`config.mk`:
```
export PLATFORM = sky130hd
export DESIGN_NAME = key_debouncer
export DESIGN_NICKNAME = d
export VERILOG_FILES = /design/src/rtl/key_pkg.sv /design/src/rtl/key_debounce_channel.sv /design/src/rtl/key_debouncer.sv
export SDC_FILE = /design/constraint.sdc
export NUM_CORES = 1
export LEC_CHECK = 0
export ABC_AREA = 1
export CORE_MARGIN = 5
export CORE_UTILIZATION = 44
export CTS_BUF_LIST = sky130_fd_sc_hd__clkbuf_8
export DETAILED_ROUTE_END_ITERATION = 12
export PLACE_DENSITY = 0.66
export SYNTH_ARGS = -nofsm -noshare
export SYNTH_HDL_FRONTEND = slang
export SYNTH_SLANG_ARGS = --single-unit
```
`constraint.sdc`:
```
create_clock -name CLOCK_50_B5B -period 2.24 [get_ports CLOCK_50_B5B]
set_clock_uncertainty 0.2 [all_clocks]
set_input_delay 0.56 -clock CLOCK_50_B5B [delete_from_list [all_inputs] [get_ports CLOCK_50_B5B]]
set_output_delay 0.56 -clock CLOCK_50_B5B [all_outputs]
set_load 0.05 [all_outputs]
```
`src/rtl/key_pkg.sv`:
```
// Shared types and default timing constants for the push-button front end.
package key_pkg;

  // Per-channel debounce/repeat state.
  typedef enum logic [1:0] {
    KS_IDLE,
    KS_PRESS_WAIT,
    KS_HELD,
    KS_RELEASE_WAIT
  } key_state_t;

  // Defaults for a 50 MHz system clock.
  localparam int unsigned DEF_N_KEYS               = 4;
  localparam int unsigned DEF_DEBOUNCE_CYCLES      = 500_000;     // 10 ms
  localparam int unsigned DEF_REPEAT_DELAY_CYCLES  = 25_000_000;  // 500 ms
  localparam int unsigned DEF_REPEAT_PERIOD_CYCLES = 5_000_000;   // 100 ms

endpackage

```
`src/rtl/key_debounce_channel.sv`:
```
// One key channel: two-flop synchronizer, debounce/hold FSM, debounce and
// auto-repeat counters, registered event outputs.
module key_debounce_channel
  import key_pkg::*;
#(
  parameter int unsigned DEBOUNCE_CYCLES      = DEF_DEBOUNCE_CYCLES,
  parameter int unsigned REPEAT_DELAY_CYCLES  = DEF_REPEAT_DELAY_CYCLES,
  parameter int unsigned REPEAT_PERIOD_CYCLES = DEF_REPEAT_PERIOD_CYCLES,
  parameter logic        REPEAT_EN            = 1'b1
) (
  input  logic CLOCK_50_B5B,
  input  logic rst,
  input  logic key_n,
  output logic key_level,
  output logic key_press,
  output logic key_release,
  output logic key_repeat
);

  localparam int unsigned DB_W = $clog2(DEBOUNCE_CYCLES + 1);
  localparam int unsigned RP_W = $clog2(REPEAT_DELAY_CYCLES + REPEAT_PERIOD_CYCLES + 1);

  localparam logic [DB_W-1:0] DB_LAST = DB_W'(DEBOUNCE_CYCLES - 1);

  // rp_cnt holds (elapsed hold cycles + REPEAT_PERIOD_CYCLES). The offset keeps
  // the reload point (delay - period) non-negative even when period > delay,
  // while pulse timing is identical to a zero-based counter.
  localparam logic [RP_W-1:0] RP_START  = RP_W'(REPEAT_PERIOD_CYCLES);
  localparam logic [RP_W-1:0] RP_FIRE   = RP_W'(REPEAT_DELAY_CYCLES + REPEAT_PERIOD_CYCLES - 1);
  localparam logic [RP_W-1:0] RP_RELOAD = RP_W'(REPEAT_DELAY_CYCLES);

  logic       sync1_q, sync2_q;
  logic       s;
  key_state_t state_q, state_d;
  logic [DB_W-1:0] db_q, db_d;
  logic [RP_W-1:0] rp_q, rp_d;
  logic level_d, press_d, release_d, repeat_d;

  // Two-flop synchronizer; resets to the released level.
  always_ff @(posedge CLOCK_50_B5B) begin
    if (rst) begin
      sync1_q <= 1'b1;
      sync2_q <= 1'b1;
    end else begin
      sync1_q <= key_n;
      sync2_q <= sync1_q;
    end
  end

  assign s = ~sync2_q;

  // Next-state, counter and output decode.
  always_comb begin
    state_d   = state_q;
    db_d      = db_q;
    rp_d      = rp_q;
    level_d   = 1'b0;
    press_d   = 1'b0;
    release_d = 1'b0;
    repeat_d  = 1'b0;
    unique case (state_q)
      KS_IDLE: begin
        if (s) begin
          state_d = KS_PRESS_WAIT;
          db_d    = '0;
        end
      end
      KS_PRESS_WAIT: begin
        if (!s) begin
          state_d = KS_IDLE;
        end else if (db_q == DB_LAST) begin
          state_d  = KS_HELD;
          press_d  = 1'b1;
          repeat_d = 1'b1;
          rp_d     = RP_START;
        end else begin
          db_d = db_q + 1'b1;
        end
      end
      KS_HELD: begin
        if (REPEAT_EN) begin
          if (rp_q == RP_FIRE) begin
            repeat_d = 1'b1;
            rp_d     = RP_RELOAD;
          end else begin
            rp_d = rp_q + 1'b1;
          end
        end
        if (!s) begin
          state_d = KS_RELEASE_WAIT;
          db_d    = '0;
        end
      end
      KS_RELEASE_WAIT: begin
        if (s) begin
          state_d = KS_HELD;
        end else if (db_q == DB_LAST) begin
          state_d   = KS_IDLE;
          release_d = 1'b1;
        end else begin
          db_d = db_q + 1'b1;
        end
      end
      default: state_d = KS_IDLE;
    endcase
    level_d = (state_d == KS_HELD) || (state_d == KS_RELEASE_WAIT);
  end

  // State, counters and registered outputs.
  always_ff @(posedge CLOCK_50_B5B) begin
    if (rst) begin
      state_q     <= KS_IDLE;
      db_q        <= '0;
      rp_q        <= '0;
      key_level   <= 1'b0;
      key_press   <= 1'b0;
      key_release <= 1'b0;
      key_repeat  <= 1'b0;
    end else begin
      state_q     <= state_d;
      db_q        <= db_d;
      rp_q        <= rp_d;
      key_level   <= level_d;
      key_press   <= press_d;
      key_release <= release_d;
      key_repeat  <= repeat_d;
    end
  end

endmodule

```
`src/rtl/key_debouncer.sv`:
```
// Push-button front end: one independent debounce channel per key.
module key_debouncer
  import key_pkg::*;
#(
  parameter int unsigned       N_KEYS               = DEF_N_KEYS,
  parameter int unsigned       DEBOUNCE_CYCLES      = DEF_DEBOUNCE_CYCLES,
  parameter int unsigned       REPEAT_DELAY_CYCLES  = DEF_REPEAT_DELAY_CYCLES,
  parameter int unsigned       REPEAT_PERIOD_CYCLES = DEF_REPEAT_PERIOD_CYCLES,
  parameter logic [N_KEYS-1:0] REPEAT_EN            = '1
) (
  input  logic              CLOCK_50_B5B,
  input  logic              rst,
  input  logic [N_KEYS-1:0] KEY_N,
  output logic [N_KEYS-1:0] key_level,
  output logic [N_KEYS-1:0] key_press,
  output logic [N_KEYS-1:0] key_release,
  output logic [N_KEYS-1:0] key_repeat
);

  // Channels run fully in parallel; no arbitration between keys.
  for (genvar i = 0; i < N_KEYS; i++) begin : g_key
    key_debounce_channel #(
      .DEBOUNCE_CYCLES      (DEBOUNCE_CYCLES),
      .REPEAT_DELAY_CYCLES  (REPEAT_DELAY_CYCLES),
      .REPEAT_PERIOD_CYCLES (REPEAT_PERIOD_CYCLES),
      .REPEAT_EN            (REPEAT_EN[i])
    ) u_chan (
      .CLOCK_50_B5B (CLOCK_50_B5B),
      .rst          (rst),
      .key_n        (KEY_N[i]),
      .key_level    (key_level[i]),
      .key_press    (key_press[i]),
      .key_release  (key_release[i]),
      .key_repeat   (key_repeat[i])
    );
  end

endmodule

```
==> results.txt, run 1 <==
----------------------------------------------------
[Logic synthesis]
  Adder and majority gate portion of the synthesized area ... 2.580%
  Post-synthesis average cell area ... 6.159 um2
  Netlist area before placement ... approximately 14000 um2
  Number of nets produced by synthesis ... 2239
  Post-synthesis share of cell area spent on xor and xnor gates ... 2.580%
  Number of synthesis warnings ... 0
  Simple logic cell fraction of the synthesized area ... between 40 and 50%
  Synth Area in Compound Gates ... under 10%
  Share of synthesized area spent on multiplexers ... 0%
  Post-synth cell types ... 53
  Number of instances in the synthesized netlist ... roughly 2200
  Post-synthesis sequential element count ... 208
  Combinational family with the most area after synthesis ... simple AND/OR/NAND/NOR gates
  Sequential area share after synthesis ... 30.66%

[Power]
  Internal Dissipation ... 0.008176 W
  Power density relative to cell area ... 923.3 nW/um2
  Switching power as a share of total power ... 41.70%
  Leakage power of the design ... 5.576 nW
  Part of the total power dissipated in combinational logic ... 42.0%
  Switching Power ... 0.005847 W
  Sequential Power Share ... 32.4%
  Maximum resistive drop on vdd ... ~0.55 mV
  Clock power frac ... 25.6%
  Total power ... around 0.014 W

[STA]
  Final max-slew violation count ... 0
  Worst setup margin ... 0.1264 ns
  Worst slew margin ... 55.79%
  Tcrit/Tclk final ... 94.36%
  Worst Tran Pin Value ... 0.6580 ns
  Endpoints failing setup ... 0
  Final TNS setup ... 0 ns
  Peak Freq ... 0.4731 GHz
  Final Hold Violating Endpoints ... 0
  WHS ... 0.1906 ns
  Fin crit period ... 2.114 ns

[Route]
  Avg WL per Cell ... 12.96 um
  Total number of vias ... 13770
  Routed wire length ... 34720 um
  Iteration-0 DRC count of the detailed router ... 1161
  Average vias per placed instance ... 5.137
  Remaining design rule violation count ... 0
  Antenna violation net count after detailed routing ... 0
  Number of search-and-repair iterations in the first detailed-routing pass ... 6

[Clock tree]
  Largest buffer count on any clock path ... 3
  Number of clock sinks ... 208
  Max H-tree Level ... 2
  Inserted Clock Buffers ... 38
  Clock transition at the registers of the reported paths ... 0.06 ns
  Count of hold-fix buffers inserted at cts ... 0
  CTS root buffer ... sky130_fd_sc_hd__clkbuf_8
  Clock tree from TritonCTS ... built
  Insertion delay to the later sink of the worst-skew pair ... 0.53 ns

[Setup path]
  Library cell contributing the largest single delay on the critical path ... sky130_fd_sc_hd__dlygate4sd2_1
  Critical path fanouts, max ... 1
  Category of cells accounting for the largest share of critical-path delay ... buffers and inverters
  Worst path bufs/invs ... 1
  Critical setup path kind ... reg -> out
  End of the worst register-to-register path ... g_key[2].u_chan.rp_q[23]
  Critical path's largest stage delay ... 0.53 ns
  Reg-to-reg critical path startpoint ... g_key[2].u_chan.rp_q[0]
  Required @ worst endpoint ... between 1 and 1.5 ns
  Ordered cell list for the critical path ... dlygate4sd2_1
  Critical Path Start Type ... flip-flop
  Critical Path Sink Type ... output pin
  Worst EP arrival ... between 1 and 1.5 ns
  Flop2flop setup slack ... 0.16 ns
  Worst Reg2Reg Path Length in Cells ... 12

[Global routing]
  Maximum number of pins on one net before global-route repair ... 27
  Initial antenna violation count ... 0
  Overflow left after global routing ... 0
  Number of global-route vias before repair ... 13000
  Total routing usage reported by global routing ... 20.11%
  First-pass GRT wire length ... 59800 um

[Floorplanning]
  Core Footprint ... 30510 um2
  Die Ht ... 185.7 um
  I/O pins ... 22
  Count of standard-cell rows ... 64
  Die area ... 34480 um2
  Die W ... ~190 um
  Effective utilization at floorplan ... 44.51%

[Outcome]
  Result of the run ... completed

[Min path]
  Origin of the worst min-delay path ... rst
  Hold path depth ... 2
  Path class of the lowest-slack min-delay path ... in -> reg
  Worst Hold Path EP ... g_key[1].u_chan.rp_q[7]

[Finish]
  ANT cells ... 0
  Area growth from synthesis to final layout ... 11.84%
  Share of post-route cells with drive strength above 1 ... 10.29%
  Net count reported at finish ... 2296
  Number of inserted filler cells in the final layout ... roughly 3100

[Placed design]
  Number of port buffers ... 21
  Detailed-placement wirelength estimate ... 25930 um
  Weighted congestion at the end of routability-driven global placement ... 0.9635
  Post-placement setup slack ... 0.06353 ns

[Run]
  Number of max-cap violations ... 0

----------------------------------------------------
[sequential cells by signal (all words and copies together), names as in the netlist]
| register | cells |
|---|---|
| g_key.u_chan.rp_q | 100 |
| g_key.u_chan.key_repeat | 4 |
| g_key.u_chan.state_q | 8 |
| g_key.u_chan.sync1_q | 4 |
| g_key.u_chan.key_level | 4 |
| g_key.u_chan.db_q | 76 |
| g_key.u_chan.key_release | 4 |
| g_key.u_chan.sync2_q | 4 |
| g_key.u_chan.key_press | 4 |
[what timing repair did]
item | CTS | global route
pin swaps | 0 | 2
buffers inserted | 0 | 1
endpoints found under the setup margin | 7 | 74
gates resized for setup | 7 | 20
[worst reg2reg max path: cells and delay by family (launching register included)]
family | cells | cell delay (ns)
adders and majority gates | 1 | 0.23
buffers and inverters | 1 | 0.15
DFF | 1 | 0.38
and+or+nand+nor | 10 | 1.01
[Yosys cell counts (all sizes together)]
| cell type | count | share of area [%] |
|---|---|---|
| nand2 | 679 | 19 |
| nor2 | 356 | 10 |
| inv | 217 | 6.0 |
| dfxtp | 208 | 31 |
| nand3 | 183 | 7.1 |
| a21oi | 154 | 5.8 |
| nand4 | 69 | 3.3 |
| o21ai | 60 | 2.3 |
| nor3 | 51 | 2.0 |
| buf | 47 | 2.7 |
| xor2 | 34 | 2.2 |
| ha | 28 | 2.6 |
| clkbuf | 25 | 0.72 |
| or2 | 19 | 0.88 |
| nand3b | 18 | 1.0 |
| o21bai | 9 | 0.50 |
| nor4 | 8 | 0.37 |
| o31ai | 8 | 0.72 |
| nor3b | 7 | 0.39 |
| xnor2 | 6 | 0.39 |
| a31oi | 4 | 0.18 |
| a31o | 2 | 0.13 |
| clkinv | 2 | 0.064 |
| nand2b | 2 | 0.092 |
| nor2b | 2 | 0.092 |
| o21a | 2 | 0.11 |
| a21o | 1 | 0.055 |
| and2 | 1 | 0.046 |
| and3 | 1 | 0.046 |
| and3b | 1 | 0.065 |
| o211a | 1 | 0.074 |
[worst max-delay path by stage]
stage	start	end	slack (ns)	depth (start not counted)
floorplan	g_key[3].u_chan.state_q[0]	g_key[3].u_chan.db_q[8]	0.24	11
global placement	g_key[2].u_chan.rp_q[0]	g_key[2].u_chan.rp_q[23]	0.1	12
detailed placement	g_key[2].u_chan.state_q[1]	g_key[2].u_chan.db_q[16]	0.06	8
CTS	g_key[2].u_chan.state_q[1]	g_key[2].u_chan.db_q[15]	0.05	8
global route	g_key[2].u_chan.rp_q[0]	g_key[2].u_chan.rp_q[8]	-0.01	10
finish	g_key[0].u_chan.key_release	key_release[0]	0.13	1
[layout make-up]
type | instances | area, um2 | share of cell area (%)
Clock buffer | 52 | 715.7 | 4.712
Clock inverter | 10 | 45.04 | 0.2966
Inverter | 219 | 827.0 | 5.445
Multi-Input combinational cell | 1706 | 8183 | 53.88
Sequential cell | 208 | 4169 | 27.45
Tap cell | 396 | 495.5 | 3.262
Timing Repair Buffer | 89 | 753.2 | 4.959
[metrics by stage]
step,instance area (um2),instances,util [%]
2_1_floorplan,13580,2205,-
3_3_place_gp,14370,2617,47.09
3_5_place_dp,14370,2617,47.09
4_1_cts,15120,2679,49.56
5_1_grt,15190,2680,49.78
6_report,15190,2680,49.78
[per-layer routing]
layer  track usage [%]  wire length, um  up-vias
met1             26.77            16540     6196
met4             5.275              594        0
met5                 0                0        -
met2             34.21            15940      318
met3             3.010             1638       52
li1                  -                -     7201
[kinds of logic (layout without fill, tap and decap cells)]
logic type | after synthesis | in the layout
AO/OA/AOI/OAI | 241 | 241
XOR/XNOR | 40 | 40
adder cells (fa/ha/maj) | 28 | 28
buffers and inverters | 291 | 370
flip-flops | 208 | 208
AND/OR/NAND/NOR | 1397 | 1397
[power by group through the flow]
| stage | clock (W) | sequential [W] | combinational, W |
|---|---|---|---|
| 2_1_floorplan | 0 | 0.00449 | 0.00439 |
| 3_3_place_gp | 0 | 0.00459 | 0.00565 |
| 3_5_place_dp | 0 | 0.00460 | 0.00573 |
| 4_1_cts | 0.00374 | 0.00453 | 0.00574 |
| 5_1_grt | 0.00392 | 0.00461 | 0.00655 |
| 6_report | 0.00359 | 0.00455 | 0.00588 |
[cell usage in the layout (no fill, tap or decap), types with 34 or more instances in the layout]
| cell type | count |
|---|---|
| sky130_fd_sc_hd__nand2_1 | 665 |
| sky130_fd_sc_hd__nor2_1 | 333 |
| sky130_fd_sc_hd__dfxtp_1 | 204 |
| sky130_fd_sc_hd__inv_1 | 203 |
| sky130_fd_sc_hd__nand3_1 | 177 |
| sky130_fd_sc_hd__a21oi_1 | 150 |
| sky130_fd_sc_hd__buf_4 | 72 |
| sky130_fd_sc_hd__nand4_1 | 67 |
| sky130_fd_sc_hd__clkbuf_8 | 52 |
| sky130_fd_sc_hd__nor3_1 | 48 |
| sky130_fd_sc_hd__o21ai_0 | 46 |
| sky130_fd_sc_hd__xor2_1 | 34 |
Power figures use the tool's default switching activity.
==> inputs of run 2 (changes only) <==
--- a/config.mk
+++ b/config.mk
@@ -11,6 +11,7 @@
 export CTS_BUF_LIST = sky130_fd_sc_hd__clkbuf_8
 export DETAILED_ROUTE_END_ITERATION = 12
 export PLACE_DENSITY = 0.66
+export RECOVER_POWER = 50
 export SYNTH_ARGS = -nofsm -noshare
 export SYNTH_HDL_FRONTEND = slang
 export SYNTH_SLANG_ARGS = --single-unit
==> constraint.sdc (replaced) <==
create_clock -name CLOCK_50_B5B -period 2 [get_ports CLOCK_50_B5B]
set_clock_uncertainty 0.2 [all_clocks]
set_input_delay 0.5 -clock CLOCK_50_B5B [delete_from_list [all_inputs] [get_ports CLOCK_50_B5B]]
set_output_delay 0.5 -clock CLOCK_50_B5B [all_outputs]
set_load 0.05 [all_outputs]
==> run 2 against run 1 <==
Critical path depth rose by 7. Non-clock buffer count rose by 75. Sequential share of layout area fell by 1.4 points. Die area did not move. Largest power group unchanged.
==> results.txt, run 2 (synthesis gave the netlist of run 1 again) <==
----------------------------------------------------
[STA]
  Final max-slew violation count ... 0
  Worst slew margin ... 27.45%
  Fin crit period ... between 1.5 and 2 ns
  Final Hold Violating Endpoints ... 0
  Worst Tran Pin Value ... 1.088 ns
  Tcrit/Tclk final ... 96.45%
  Endpoints failing setup ... 0
  Setup repair after global routing missed its margin ... yes
  Peak Freq ... 0.5184 GHz

[Finish]
  Most frequent cells in the layout ... 652 x sky130_fd_sc_hd__nand2_1, 321 x sky130_fd_sc_hd__nor2_1, 198 x sky130_fd_sc_hd__inv_1
  Top Registers ... g_key.u_chan.rp_q (100), g_key.u_chan.db_q (76), g_key.u_chan.state_q (8)
  Area growth from synthesis to final layout ... 18.78%
  Largest register by flop count ... g_key.u_chan.rp_q
  Fin area ... 16130 um2
  Leading cell type in the layout, fill and taps excluded ... sky130_fd_sc_hd__nand2_1
  Flip-flop count of the largest register after layout ... 100
  Net count reported at finish ... 2373
  ANT cells ... 0
  Share of post-route cells with drive strength above 1 ... 16.37%
  Final core occ ... 52.87%

[Power]
  Switching Power ... 0.007102 W
  Part of the total power dissipated in combinational logic ... between 40 and 50%
  Maximum resistive drop on vdd ... approximately 0.94 mV
  Leakage power of the design ... 6.037 nW
  Switching power as a share of total power ... 40.96%
  Clock power frac ... 24.6%
  Internal Dissipation ... 0.01024 W
  Power density relative to cell area ... between 1000 and 1500 nW/um2
  Sequential Power Share ... just under 30%
  Total power ... 0.01734 W

[Setup path]
  Worst path bufs/invs ... 2
  Ordered cell list for the critical path ... ha_2, nand3_2, inv_2, nand4_4, a21oi_4, clkbuf_16, nand3_1, a21oi_1
  Worst Reg2Reg Path Length in Cells ... 8
  Reg-to-reg critical path startpoint ... g_key[0].u_chan.db_q[1]
  Critical Path Sink Type ... flip-flop
  End of the worst register-to-register path ... g_key[0].u_chan.rp_q[12]
  Worst EP arrival ... 2.19 ns
  Flop2flop setup slack ... 0.07 ns
  Library cell contributing the largest single delay on the critical path ... sky130_fd_sc_hd__dfxtp_2
  CP startpoint ... g_key[0].u_chan.db_q[1]
  Critical Path Start Type ... flip-flop
  Critical path's largest stage delay ... 0.35 ns
  Critical path fanouts, max ... 13
  Required @ worst endpoint ... 2.26 ns
  Critical setup path kind ... reg -> reg
  Category of cells accounting for the largest share of critical-path delay ... compound AO/OA/AOI/OAI gates

[Global routing]
  Most crowded layer after global routing ... met2
  Maximum number of pins on one net before global-route repair ... 39
  Overflow left after global routing ... 0
  Number of global-route vias before repair ... 13310
  First-pass GRT wire length ... 60890 um
  Met3 global-route usage ... a little over 3%
  Total routing usage reported by global routing ... 20.59%
  Initial antenna violation count ... 0
  Global routing usage on met2 ... 35.03%
  Met1 demand-to-capacity share in global routing ... between 20% and 30%

[Placed design]
  Detailed-placement wirelength estimate ... 26160 um
  Area after detailed placement ... between 10000 and 15000 um2
  Weighted congestion at the end of routability-driven global placement ... 0.9698
  Number of port buffers ... 21

[Floorplanning]
  Die Ht ... approximately 190 um
  Count of standard-cell rows ... 64
  Die W ... 185.7 um
  Effective utilization at floorplan ... 44.51%
  I/O pins ... 22
  Die area ... about 34000 um2
  Core Footprint ... a little over 30000 um2

[Clock tree]
  Largest buffer count on any clock path ... 3
  Clock transition at the registers of the reported paths ... roughly 0.06 ns
  Inserted Clock Buffers ... 39
  CTS root buffer ... sky130_fd_sc_hd__clkbuf_8
  Max H-tree Level ... 2
  Clock tree from TritonCTS ... built
  Number of clock sinks ... 208
  Insertion delay to the later sink of the worst-skew pair ... between 0.5 and 0.6 ns

[Route]
  Routed wire length ... 36380 um
  Avg WL per Cell ... approximately 13 um
  Antenna violation net count after detailed routing ... 0
  Total number of vias ... between 10000 and 15000
  Remaining design rule violation count ... 0
  Number of search-and-repair iterations in the first detailed-routing pass ... 5
  Iteration-0 DRC count of the detailed router ... 1010
  Average vias per placed instance ... 5.161

[Min path]
  Path class of the lowest-slack min-delay path ... reg -> reg
  Origin of the worst min-delay path ... g_key[2].u_chan.sync1_q
  Hold path depth ... 1
  Worst Hold Path EP ... g_key[2].u_chan.sync2_q

[Run]
  Number of max-cap violations ... 0

[Outcome]
  Result of the run ... completed

----------------------------------------------------
[run 2: cell count changes in the layout (fill, tap and decap cells not counted), moves of 7 or more]
cell / previous run / this run
sky130_fd_sc_hd__buf_4: 72 / 128
sky130_fd_sc_hd__dfxtp_1: 204 / 188
sky130_fd_sc_hd__dfxtp_2: 4 / 18
sky130_fd_sc_hd__nand2_1: 665 / 652
sky130_fd_sc_hd__nor2_1: 333 / 321
sky130_fd_sc_hd__nand2_2: 12 / 23
sky130_fd_sc_hd__clkbuf_2: 0 / 7
sky130_fd_sc_hd__dlygate4sd2_1: 7 / 0
sky130_fd_sc_hd__ha_1: 25 / 18
sky130_fd_sc_hd__nor3_1: 48 / 41
[run 2: how the worst max path moves through the flow]
stage                                     endpoint  cells after the start
final                     g_key[0].u_chan.rp_q[12]                      8
after CTS                 g_key[0].u_chan.db_q[18]                      8
after global routing       g_key[0].u_chan.rp_q[8]                      9
after floorplan            g_key[3].u_chan.db_q[8]                     11
after global placement     g_key[2].u_chan.db_q[5]                      8
after detailed placement  g_key[2].u_chan.db_q[18]                      8
[run 2: metal layers]
| metal | wire length (um) | part of all wire (%) |
|---|---|---|
| met5 | 0 | 0 |
| met4 | 885 | 2.4 |
| met3 | 1692 | 4.7 |
| met2 | 16820 | 46 |
| met1 | 16980 | 47 |
[run 2: final cells by class]
class | instances | area [um2]
fill | 3025 | 14380
multi-input combinational | 1707 | 8412
sequential | 208 | 4194
timing repair buffer | 164 | 1391
inverter | 219 | 837.1
clock buffer | 49 | 674.4
tap | 396 | 495.5
clock inverter | 17 | 126.4
[run 2: metrics by stage]
step	worst slack [ns]	setup TNS [ns]	instances	hold slack, ns
floorplan	0.002741	0	2205	0.1895
global placement	0.03715	0	2673	0.1937
detailed placement	-0.03192	-0.3589	2673	0.1933
CTS	0.0006979	0	2740	0.2069
global route	-0.03561	-0.5993	2760	0.2172
finish	0.07098	0	2760	0.2057
[run 2: worst reg2reg max path: stages (launching register included)]
cell                        delay, ns
sky130_fd_sc_hd__dfxtp_2         0.35
sky130_fd_sc_hd__ha_2            0.20
sky130_fd_sc_hd__nand3_2         0.10
sky130_fd_sc_hd__inv_2           0.13
sky130_fd_sc_hd__nand4_4         0.13
sky130_fd_sc_hd__a21oi_4         0.30
sky130_fd_sc_hd__clkbuf_16       0.23
sky130_fd_sc_hd__nand3_1         0.07
sky130_fd_sc_hd__a21oi_1         0.12
[run 2: timing repair]
action	CTS	global route
pin swaps	1	24
setup buffers	1	14
hold buffers	0	0
resized for setup	6	117
gates cloned	0	6
endpoints found under the setup margin	25	159
[run 2: power by group through the flow]
stage | sequential, W | combinational [W] | clock (W)
floorplan | 0.00503 | 0.00491 | 0
global placement | 0.00509 | 0.00670 | 0
detailed placement | 0.00510 | 0.00680 | 0
CTS | 0.00502 | 0.00691 | 0.00442
global route | 0.00514 | 0.00879 | 0.00461
finish | 0.00507 | 0.00800 | 0.00427
==> inputs of run 3 (changes only) <==
==> constraint.sdc (replaced) <==
create_clock -name CLOCK_50_B5B -period 2 [get_ports CLOCK_50_B5B]
set_clock_uncertainty 0.2 [all_clocks]
set_input_delay 0.3 -clock CLOCK_50_B5B [delete_from_list [all_inputs] [get_ports CLOCK_50_B5B]]
set_output_delay 0.3 -clock CLOCK_50_B5B [all_outputs]
set_load 0.05 [all_outputs]
==> run 3 against run 2 <==
Die area unchanged. Clock power increased by 4%. Largest cell class unchanged. Critical path depth up 3. Highest routed layer unchanged. Routed wire length is 0.55% higher. Critical endpoint is now g_key[3].u_chan.db_q[11]. Via count grew 0.84%. Largest power group unchanged. Core utilization up 0.28 points. Flip-flop and latch count unchanged. Power fell by 0.58%.
==> results.txt, run 3 (synthesis gave the netlist of run 1 again) <==
----------------------------------------------------
[Global routing]
  First-pass GRT wire length ... 60990 um
  Total routing usage reported by global routing ... roughly 21%
  Number of global-route vias before repair ... 13280
  Initial antenna violation count ... 0
  Overflow left after global routing ... 0
  Maximum number of pins on one net before global-route repair ... 32

[Floorplanning]
  Die Ht ... 185.7 um
  Core Footprint ... 30510 um2
  I/O pins ... 22
  Die W ... ~190 um
  Count of standard-cell rows ... 64
  Effective utilization at floorplan ... between 40% and 50%
  Die area ... 34480 um2

[Setup path]
  Worst path bufs/invs ... 3
  Critical path fanouts, max ... 11
  Worst EP arrival ... 2.17 ns
  Required @ worst endpoint ... 2.21 ns
  Critical setup path kind ... reg -> reg
  Category of cells accounting for the largest share of critical-path delay ... simple AND/OR/NAND/NOR gates
  Critical Path Start Type ... flip-flop
  Ordered cell list for the critical path ... inv_1, ha_1, inv_1, nand3_2, o31ai_4, nand2_1, nand2_2, buf_6, nand2_1, nor2_1, nor3b_2
  Library cell contributing the largest single delay on the critical path ... sky130_fd_sc_hd__dfxtp_4
  Critical Path Sink Type ... flip-flop
  Critical path's largest stage delay ... 0.37 ns

[Route]
  Remaining design rule violation count ... 0
  Iteration-0 DRC count of the detailed router ... ~1000
  Average vias per placed instance ... approximately 5.2
  Total number of vias ... approximately 14000
  Routed wire length ... 36580 um
  Number of search-and-repair iterations in the first detailed-routing pass ... 6
  Antenna violation net count after detailed routing ... 0
  Avg WL per Cell ... approximately 13 um

[Placed design]
  Detailed-placement wirelength estimate ... ~27000 um
  Weighted congestion at the end of routability-driven global placement ... 0.9304
  Number of cells in the design after placement ... approximately 2700
  Number of port buffers ... 21
  Post-placement setup slack ... -0.07705 ns

[Clock tree]
  Max H-tree Level ... 2
  Largest buffer count on any clock path ... 3
  Clock transition at the registers of the reported paths ... 0.05 ns
  Insertion delay to the later sink of the worst-skew pair ... 0.53 ns
  Number of clock sinks ... 208
  Clock tree from TritonCTS ... built
  CTS root buffer ... sky130_fd_sc_hd__clkbuf_8
  Inserted Clock Buffers ... 40

[Finish]
  Net count reported at finish ... roughly 2400
  ANT cells ... 0
  Largest register by flop count ... g_key.u_chan.rp_q
  Area growth from synthesis to final layout ... 19.41%
  Share of post-route cells with drive strength above 1 ... between 10% and 20%
  Leading cell type in the layout, fill and taps excluded ... sky130_fd_sc_hd__nand2_1
  Post-route insts no fill ... 2779
  Most frequent cells in the layout ... 650 x sky130_fd_sc_hd__nand2_1, 325 x sky130_fd_sc_hd__nor2_1, 202 x sky130_fd_sc_hd__inv_1
  Flip-flop count of the largest register after layout ... 100
  Top Registers ... g_key.u_chan.rp_q (100), g_key.u_chan.db_q (76), g_key.u_chan.state_q (8)

[STA]
  Fin crit period ... between 1.5 and 2 ns
  Tcrit/Tclk final ... 97.63%
  Endpoints failing setup ... 0
  Peak Freq ... a little over 0.5 GHz
  Worst setup margin ... around 0.047 ns
  Worst slew margin ... about 55%
  WHS ... between 0.1 and 0.15 ns
  Setup repair after global routing missed its margin ... yes
  Final max-slew violation count ... 0
  Final Hold Violating Endpoints ... 0
  Worst Tran Pin Value ... 0.6763 ns

[Outcome]
  Result of the run ... completed

[Power]
  Maximum resistive drop on vdd ... 0.7466 mV
  Leakage power of the design ... about 6.1 nW
  Power density relative to cell area ... 1063 nW/um2

[Min path]
  Path class of the lowest-slack min-delay path ... in -> reg

[Run]
  Number of max-cap violations ... 0

----------------------------------------------------
[run 3: repair_timing]
action | in CTS | in global routing
pin swaps | 2 | 27
gates resized for setup | 19 | 100
cloned | 0 | 3
setup buffers | 2 | 14
hold buffers | 1 | 0
endpoints found under the hold margin | 15 | 0
setup endpoints to repair | 42 | 144
[run 3: worst paths after layout]
check / from / endpoint / slack, ns / cells after the start
worst max-delay path: g_key[3].u_chan.state_q[0] / g_key[3].u_chan.db_q[11] / 0.05 / 11
worst min-delay path: KEY_N[0] / g_key[0].u_chan.sync1_q / 0.14 / 2
worst max register to register: g_key[3].u_chan.state_q[0] / g_key[3].u_chan.db_q[11] / 0.05 / 11
worst min register to register: g_key[0].u_chan.sync1_q / g_key[0].u_chan.sync2_q / 0.21 / 1
[run 3: final cells by class]
type	count	area, um2
clock buffer	51	701.9
fill	3077	14290
sequential	208	4193
clock inverter	21	150.1
multi-input combinational	1707	8392
tap	396	495.5
timing repair buffer	177	1450
inverter	219	834.6
[run 3: layer usage]
| layer | up-vias | wire [um] | global-route usage, % |
|---|---|---|---|
| met5 | - | 0 | 0 |
| met4 | 0 | 778 | 5.975 |
| met3 | 68 | 1657 | 3.029 |
| met2 | 341 | 17050 | 34.76 |
| met1 | 6551 | 17090 | 27.56 |
| li1 | 7402 | - | - |
[run 3: report_power, final]
group	switching [W]	total (W)	internal (W)
clock network	0.00187	0.00442	0.00256
registers	0.000444	0.00507	0.00462
logic	0.00475	0.00775	0.00300
[run 3: stage by stage]
| step | area (um2) | TNS [ns] | power, W | utilization [%] |
|---|---|---|---|---|
| after global placement | 14890 | 0 | 0.01177 | 48.80 |
| after floorplan | 13580 | 0 | 0.009947 | - |
| after detailed placement | 14890 | -0.5774 | 0.01191 | 48.80 |
| after CTS | 15780 | 0 | 0.01652 | 51.71 |
| final | 16220 | 0 | 0.01724 | 53.15 |
| after global routing | 16220 | -0.4177 | 0.01848 | 53.15 |
